==> src/rtl/hazard_ctrl.sv <==
// Hazard/sequencing controller for the F/D/E/M/W pipe: stalls, flushes,
// E-stage forwarding selects, per-stage valid bits and a data-memory wait FSM.
// Ports: clk, reset (sync, active-low); RA*/WA* register addresses;
//   RegWrite*/MemtoRegE/MemAccessM/MemReadyM/PCSrc*/BranchTakenE status in;
//   ForwardAE/BE, StallF/D/E/M, FlushD/E, MemErr control out.
// Optional: define HAZARD_PERF_EN to add saturating StallCnt/FlushCnt outputs.
module hazard_ctrl #(
    parameter int TIMEOUT = 16,
    parameter int CW      = 8
) (
    input  logic          clk,
    input  logic          reset,
    input  logic [3:0]    RA1D,
    input  logic [3:0]    RA2D,
    input  logic [3:0]    RA1E,
    input  logic [3:0]    RA2E,
    input  logic [3:0]    WA3E,
    input  logic [3:0]    WA3M,
    input  logic [3:0]    WA3W,
    input  logic          RegWriteE,
    input  logic          RegWriteM,
    input  logic          RegWriteW,
    input  logic          MemtoRegE,
    input  logic          MemAccessM,
    input  logic          MemReadyM,
    input  logic          PCSrcD,
    input  logic          PCSrcE,
    input  logic          PCSrcM,
    input  logic          PCSrcW,
    input  logic          BranchTakenE,
    output logic [1:0]    ForwardAE,
    output logic [1:0]    ForwardBE,
    output logic          StallF,
    output logic          StallD,
    output logic          StallE,
    output logic          StallM,
    output logic          FlushD,
    output logic          FlushE,
`ifdef HAZARD_PERF_EN
    output logic [CW-1:0] StallCnt,
    output logic [CW-1:0] FlushCnt,
`endif
    output logic          MemErr
);

    localparam logic [1:0] S_RUN   = 2'd0;
    localparam logic [1:0] S_MWAIT = 2'd1;
    localparam logic [1:0] S_ERR   = 2'd2;

    localparam logic [CW-1:0] CNT_ONE  = {{(CW-1){1'b0}}, 1'b1};
    localparam logic [CW-1:0] CNT_LAST = CW'(TIMEOUT - 1);

    logic [1:0]    state_q, state_d;
    logic [CW-1:0] cnt_q, cnt_d;
    logic          vd_q, vd_d, ve_q, ve_d, vm_q, vm_d, vw_q, vw_d;

    logic ldr, pcp, bt, mem_req, ms;
    logic hit_am, hit_aw, hit_bm, hit_bw;
    logic stall_fi, stall_di, flush_di, flush_ei;

    // Load-use detection keys on MemtoRegE alone; RegWriteE is
    // accepted for interface completeness only.
    logic unused_regwrite_e;
    assign unused_regwrite_e = RegWriteE;

    assign ldr = vd_q & ve_q & MemtoRegE
               & ((WA3E == RA1D) | (WA3E == RA2D));
    assign pcp = (vd_q & PCSrcD) | (ve_q & PCSrcE) | (vm_q & PCSrcM);
    assign bt  = ve_q & BranchTakenE;

    assign mem_req = vm_q & MemAccessM & ~MemReadyM;
    assign ms = ((state_q == S_RUN) & mem_req)
              | ((state_q == S_MWAIT) & ~MemReadyM)
              | (state_q == S_ERR);

    // R15 is the PC, never a forwardable result.
    assign hit_am = vm_q & RegWriteM & (WA3M == RA1E) & (WA3M != 4'hF);
    assign hit_aw = vw_q & RegWriteW & (WA3W == RA1E) & (WA3W != 4'hF);
    assign hit_bm = vm_q & RegWriteM & (WA3M == RA2E) & (WA3M != 4'hF);
    assign hit_bw = vw_q & RegWriteW & (WA3W == RA2E) & (WA3W != 4'hF);

    // Internal (unforced) controls; a memory stall masks every flush.
    assign stall_fi = ms | ldr | pcp;
    assign stall_di = ms | ldr;
    assign flush_ei = ~ms & (ldr | bt);
    assign flush_di = ~ms & (pcp | (vw_q & PCSrcW) | bt);

    always_comb begin
        StallF    = stall_fi;
        StallD    = stall_di;
        StallE    = ms;
        StallM    = ms;
        FlushD    = flush_di;
        FlushE    = flush_ei;
        MemErr    = (state_q == S_ERR);
        ForwardAE = hit_am ? 2'b10 : (hit_aw ? 2'b01 : 2'b00);
        ForwardBE = hit_bm ? 2'b10 : (hit_bw ? 2'b01 : 2'b00);
        if (!reset) begin
            StallF    = 1'b0;
            StallD    = 1'b0;
            StallE    = 1'b0;
            StallM    = 1'b0;
            FlushD    = 1'b1;
            FlushE    = 1'b1;
            MemErr    = 1'b0;
            ForwardAE = 2'b00;
            ForwardBE = 2'b00;
        end
    end

    always_comb begin
        vd_d = stall_di ? 1'b1 : ~flush_di;
        ve_d = ms ? ve_q : (vd_q & ~flush_ei);
        vm_d = ms ? vm_q : ve_q;
        // M waiting sends a bubble into W.
        vw_d = vm_q & ~ms;
    end

    always_comb begin
        state_d = state_q;
        cnt_d   = cnt_q;
        unique case (state_q)
            S_RUN: begin
                if (mem_req) begin
                    state_d = S_MWAIT;
                    cnt_d   = CNT_ONE;
                end
            end
            S_MWAIT: begin
                if (MemReadyM) begin
                    state_d = S_RUN;
                    cnt_d   = '0;
                end else if (cnt_q == CNT_LAST) begin
                    state_d = S_ERR;
                end else begin
                    cnt_d = cnt_q + CNT_ONE;
                end
            end
            S_ERR: begin
                state_d = S_ERR;
            end
            default: begin
                state_d = S_RUN;
                cnt_d   = '0;
            end
        endcase
    end

    always_ff @(posedge clk) begin
        if (!reset) begin
            state_q <= S_RUN;
            cnt_q   <= '0;
            vd_q    <= 1'b0;
            ve_q    <= 1'b0;
            vm_q    <= 1'b0;
            vw_q    <= 1'b0;
        end else begin
            state_q <= state_d;
            cnt_q   <= cnt_d;
            vd_q    <= vd_d;
            ve_q    <= ve_d;
            vm_q    <= vm_d;
            vw_q    <= vw_d;
        end
    end

`ifdef HAZARD_PERF_EN
    logic [CW-1:0] stall_cnt_q, stall_cnt_d;
    logic [CW-1:0] flush_cnt_q, flush_cnt_d;

    always_comb begin
        stall_cnt_d = stall_cnt_q;
        flush_cnt_d = flush_cnt_q;
        if (StallD && (stall_cnt_q != '1)) begin
            stall_cnt_d = stall_cnt_q + CNT_ONE;
        end
        if (FlushE && (flush_cnt_q != '1)) begin
            flush_cnt_d = flush_cnt_q + CNT_ONE;
        end
    end

    always_ff @(posedge clk) begin
        if (!reset) begin
            stall_cnt_q <= '0;
            flush_cnt_q <= '0;
        end else begin
            stall_cnt_q <= stall_cnt_d;
            flush_cnt_q <= flush_cnt_d;
        end
    end

    assign StallCnt = stall_cnt_q;
    assign FlushCnt = flush_cnt_q;
`endif

endmodule

==> config.mk <==
export PLATFORM = sky130hd
export DESIGN_NAME = hazard_ctrl
export DESIGN_NICKNAME = d
export VERILOG_FILES = /design/src/rtl/hazard_ctrl.sv
export SDC_FILE = /design/constraint.sdc
export NUM_CORES = 1
export LEC_CHECK = 0
export ABC_CLOCK_PERIOD_IN_PS = 3900
export BUFFER_PORTS_ARGS = -buffer_cell sky130_fd_sc_hd__buf_4
export CAP_MARGIN = 20
export CORE_UTILIZATION = 49
export DETAILED_ROUTE_END_ITERATION = 16
export GPL_TIMING_DRIVEN = 0
export PLACE_DENSITY = 0.9
export SYNTH_ARGS = -nofsm -noshare
export SYNTH_HDL_FRONTEND = slang
export SYNTH_SLANG_ARGS = --single-unit
==> constraint.sdc <==
create_clock -name clk -period 3.9 [get_ports clk]
set_clock_uncertainty 0.05 [all_clocks]
set_input_delay 0.975 -clock clk [delete_from_list [all_inputs] [get_ports clk]]
set_output_delay 0.975 -clock clk [all_outputs]
set_load 0.1 [all_outputs]
==> flow_summary.ini <==
[yosys]
synth_simple_gate_area_share_pct = 26.67
yosysUniqueCellTypes = 38
ys_seq_area_share_pct = 26.32
ys.warnings.count = 0
ys_top_cells_by_area = dfxtp_1, xnor2_1, nand4_1
synth_compound_area_share_pct = 19.98
avgSynthCellArea_um2 = 8.319
synth_fa_ha_area_share_pct = 1.175
synth_edf_count = 0
synthMuxAreaShare_pct = 0.9401
synth_top_cell_by_area = dfxtp_1
ys_seq_elements = 14
synth_top_area_share_pct = 26.32
synth_top_family_by_area = simple AND/OR/NAND/NOR gates
syn_area_mm2 = 0.001065
synth_xor_xnor_area_share_pct = 21.39
syn-num-nets = 170
async_flop_share_pct = 0
syn-instance-count = 128
synthFlopType = dfxtp_1

[drt]
drtAntennaViolNets = 0
via_count = 1159
routed_wl_um = 2984
drt_iter0_markers = 30
wl_per_cell_um = 14.42
drc = 0
dr.pass1.iters = 4
vias_per_cell = 5.599

[cells_and_area]
area_growth_pct = 42.66
drive_gt1_share_pct = 37.78
num_antenna_cells = 0
regArea_um2 = 280.3
layout.nets = 224
final_area_mm2 = 0.001519
fillCellCount = 150
multi_input_area_um2 = 775.7

[power]
power_frac_comb_pct = 35.9
power.internal_uw = 241.6
powerDensity_mw_per_mm2 = 239.7
p_switching_uw = 122.5
p_total_uw = 364.2
leakagePower_nw = 0.6210
seqPwrFrac_pct = 41.5
p_sw_share_pct = 33.65
pwr-share-clk_pct = 22.6
ir_worst_vdd_uv = 232.0

[global_routing]
grt_pass1_vias = 1174
antenna_found_initial = 0
grt_start_max_net_pins = 11
grt_overflow = 0
grt_usage_pct = 26.60
grt_pass1_wl_um = 5023

[floorplan]
die_h_um = 48.62
die_w_um = 48.62
boundaryPins = 52
core_area_mm2 = 0.002002
die_area_mm2 = 0.002363
rows = 16
start_util_pct = 53.19

[clock_network]
clock_path_buffers = 2
cts_inserted_buffers = 3
path_clk_slew_ps = 80
cts.sinks = 14
clockRootBuffer = clkbuf_4
htree_levels = 1
cts_hold_buf = 0
cts_resized = 0
worstSkewPairLatency_ps = 280
cts_tree = yes
cts_setup_buffers = 0

[critical_path]
crit_type = in2out
r2r-end = cnt_q[3]
cp.buffers_inverters = 3
arrival_ps = 2360
slowest_stage = clkbuf_1
r2r_start = state_q[0]
max_stage_delay_ps = 320
path_cells = clkbuf_1 > inv_2 > a21oi_1 > and3_1 > nor2_4 > buf_4
crit_family = buffers and inverters
r2r_cells = 5
endpoint_kind = primary output
r2r_setup_slack_ps = 2190
cp.required_ps = 2870
crit_fanout = 10
worstSetupStartpointType = input pin

[timing]
setup_viol = 0
hold_viol_final = 0
fin_crit_sh_pct = 86.78
clock.fmax_ghz = 0.2955
worst_slack_ps = 515.5
slew_viol_final = 0
rsz0062_at_grt = false
fin_crit_ps = 3385
worst_pin_slew_ps = 446.0
relSlewSlack_pct = 70.07

[placed_design]
pre_cts_ws_ps = 539.3
io_buffers = 49
placed_area_mm2 = 0.001496
dp_hpwl_um = 2473
gp_congestion = 0.8482

[min_path]
hold_path_class = reg2reg
min_path_cells = 2
whs_endpoint = cnt_q[3]
min_from = cnt_q[3]

[run]
maxCapViolations = 0

[run_status]
status = finished clean
layer usage:
metal | GRT usage, % | vias to the layer above | part of all wire [%]
li1 | - | 573 | -
met1 | 29.71 | 546 | 40
met2 | 50.69 | 32 | 55
met3 | 5.660 | 8 | 4.2
met4 | 5.882 | 0 | 1.3
met5 | 0 | - | 0
stage by stage:
step	cells	hold slack (ps)	utilization [%]	setup TNS, ps
floorplan	128	406.9	-	-1185
global placement	204	420.6	74.75	0
detailed placement	204	429.0	74.75	0
CTS	207	440.0	75.88	0
global route	207	471.2	75.88	0
finish	207	437.8	75.88	0
final cells by class:
cell class	instances	share of cell area [%]
clock buffer	3	1.483
buffer	4	1.812
sequential	14	18.45
timing repair buffer	49	24.22
tap	27	2.224
multi-input combinational	107	51.07
inverter	3	0.7413
layout by cell type (no fill, tap or decap), types with 2 or more instances in the layout:
master | synthesis | final
buf_4 | 1 | 50
xnor2_1 | 24 | 24
dfxtp_1 | 14 | 14
nor2_1 | 12 | 11
nand4_1 | 9 | 9
a21oi_1 | 8 | 6
nand3_1 | 5 | 5
nand2_1 | 5 | 5
or3_1 | 4 | 4
and3_1 | 3 | 3
o21ai_0 | 3 | 3
o21a_1 | 3 | 3
clkbuf_4 | 0 | 3
nor3_1 | 4 | 2
nor2b_1 | 2 | 2
and2_1 | 2 | 2
a21o_1 | 2 | 2
a21oi_2 | 0 | 2
nor3_2 | 0 | 2
inv_1 | 2 | 2
o21ai_1 | 2 | 2
o2111ai_1 | 2 | 2
xor2_1 | 2 | 2
worst max-delay path by stage:
stage                         to  slack, ps  start  cells past startpoint
finish                    FlushD        520  reset                      6
global route              FlushD        440  reset                      6
CTS                       FlushD        540  reset                      6
detailed placement        FlushD        540  reset                      6
global placement          FlushD        600  reset                      6
floorplan           ForwardBE[0]       -590  reset                      3
power by group through the flow:
stage | Sequential [mW] | Clock [mW] | Combinational, mW
floorplan | 0.153 | 0 | 0.0781
global placement | 0.154 | 0 | 0.126
detailed placement | 0.154 | 0 | 0.130
CTS | 0.151 | 0.0822 | 0.131
global route | 0.152 | 0.0862 | 0.139
finish | 0.151 | 0.0823 | 0.131
cell usage after synthesis, types with 3 or more instances:
library cell,n
nand2_1,5
o21a_1,3
or3_1,4
and3_1,3
xnor2_1,24
nand4_1,9
nand3_1,5
nor3_1,4
nor2_1,12
o21ai_0,3
a21oi_1,8
dfxtp_1,14
sequential cells by signal, indices dropped and copies added (netlist names):
name     count
vm_q         1
vd_q         1
vw_q         1
cnt_q        8
state_q      2
ve_q         1
cells by family (layout without fill, tap and decap cells):
logic type | Yosys count | count (layout)
mux | 1 | 1
fa+ha+maj | 1 | 1
buf+inv | 7 | 59
compound gates | 28 | 28
simple gates | 51 | 51
xor+xnor | 26 | 26
flops | 14 | 14
worst register-to-register path: stages (launching register included):
cell and delay [ps]:
dfxtp_1 340, buf_6 140, or3b_4 400, o32ai_4 420
or3_1 180, a21oi_1 60
No activity file was read; power rests on OpenSTA's default activity.
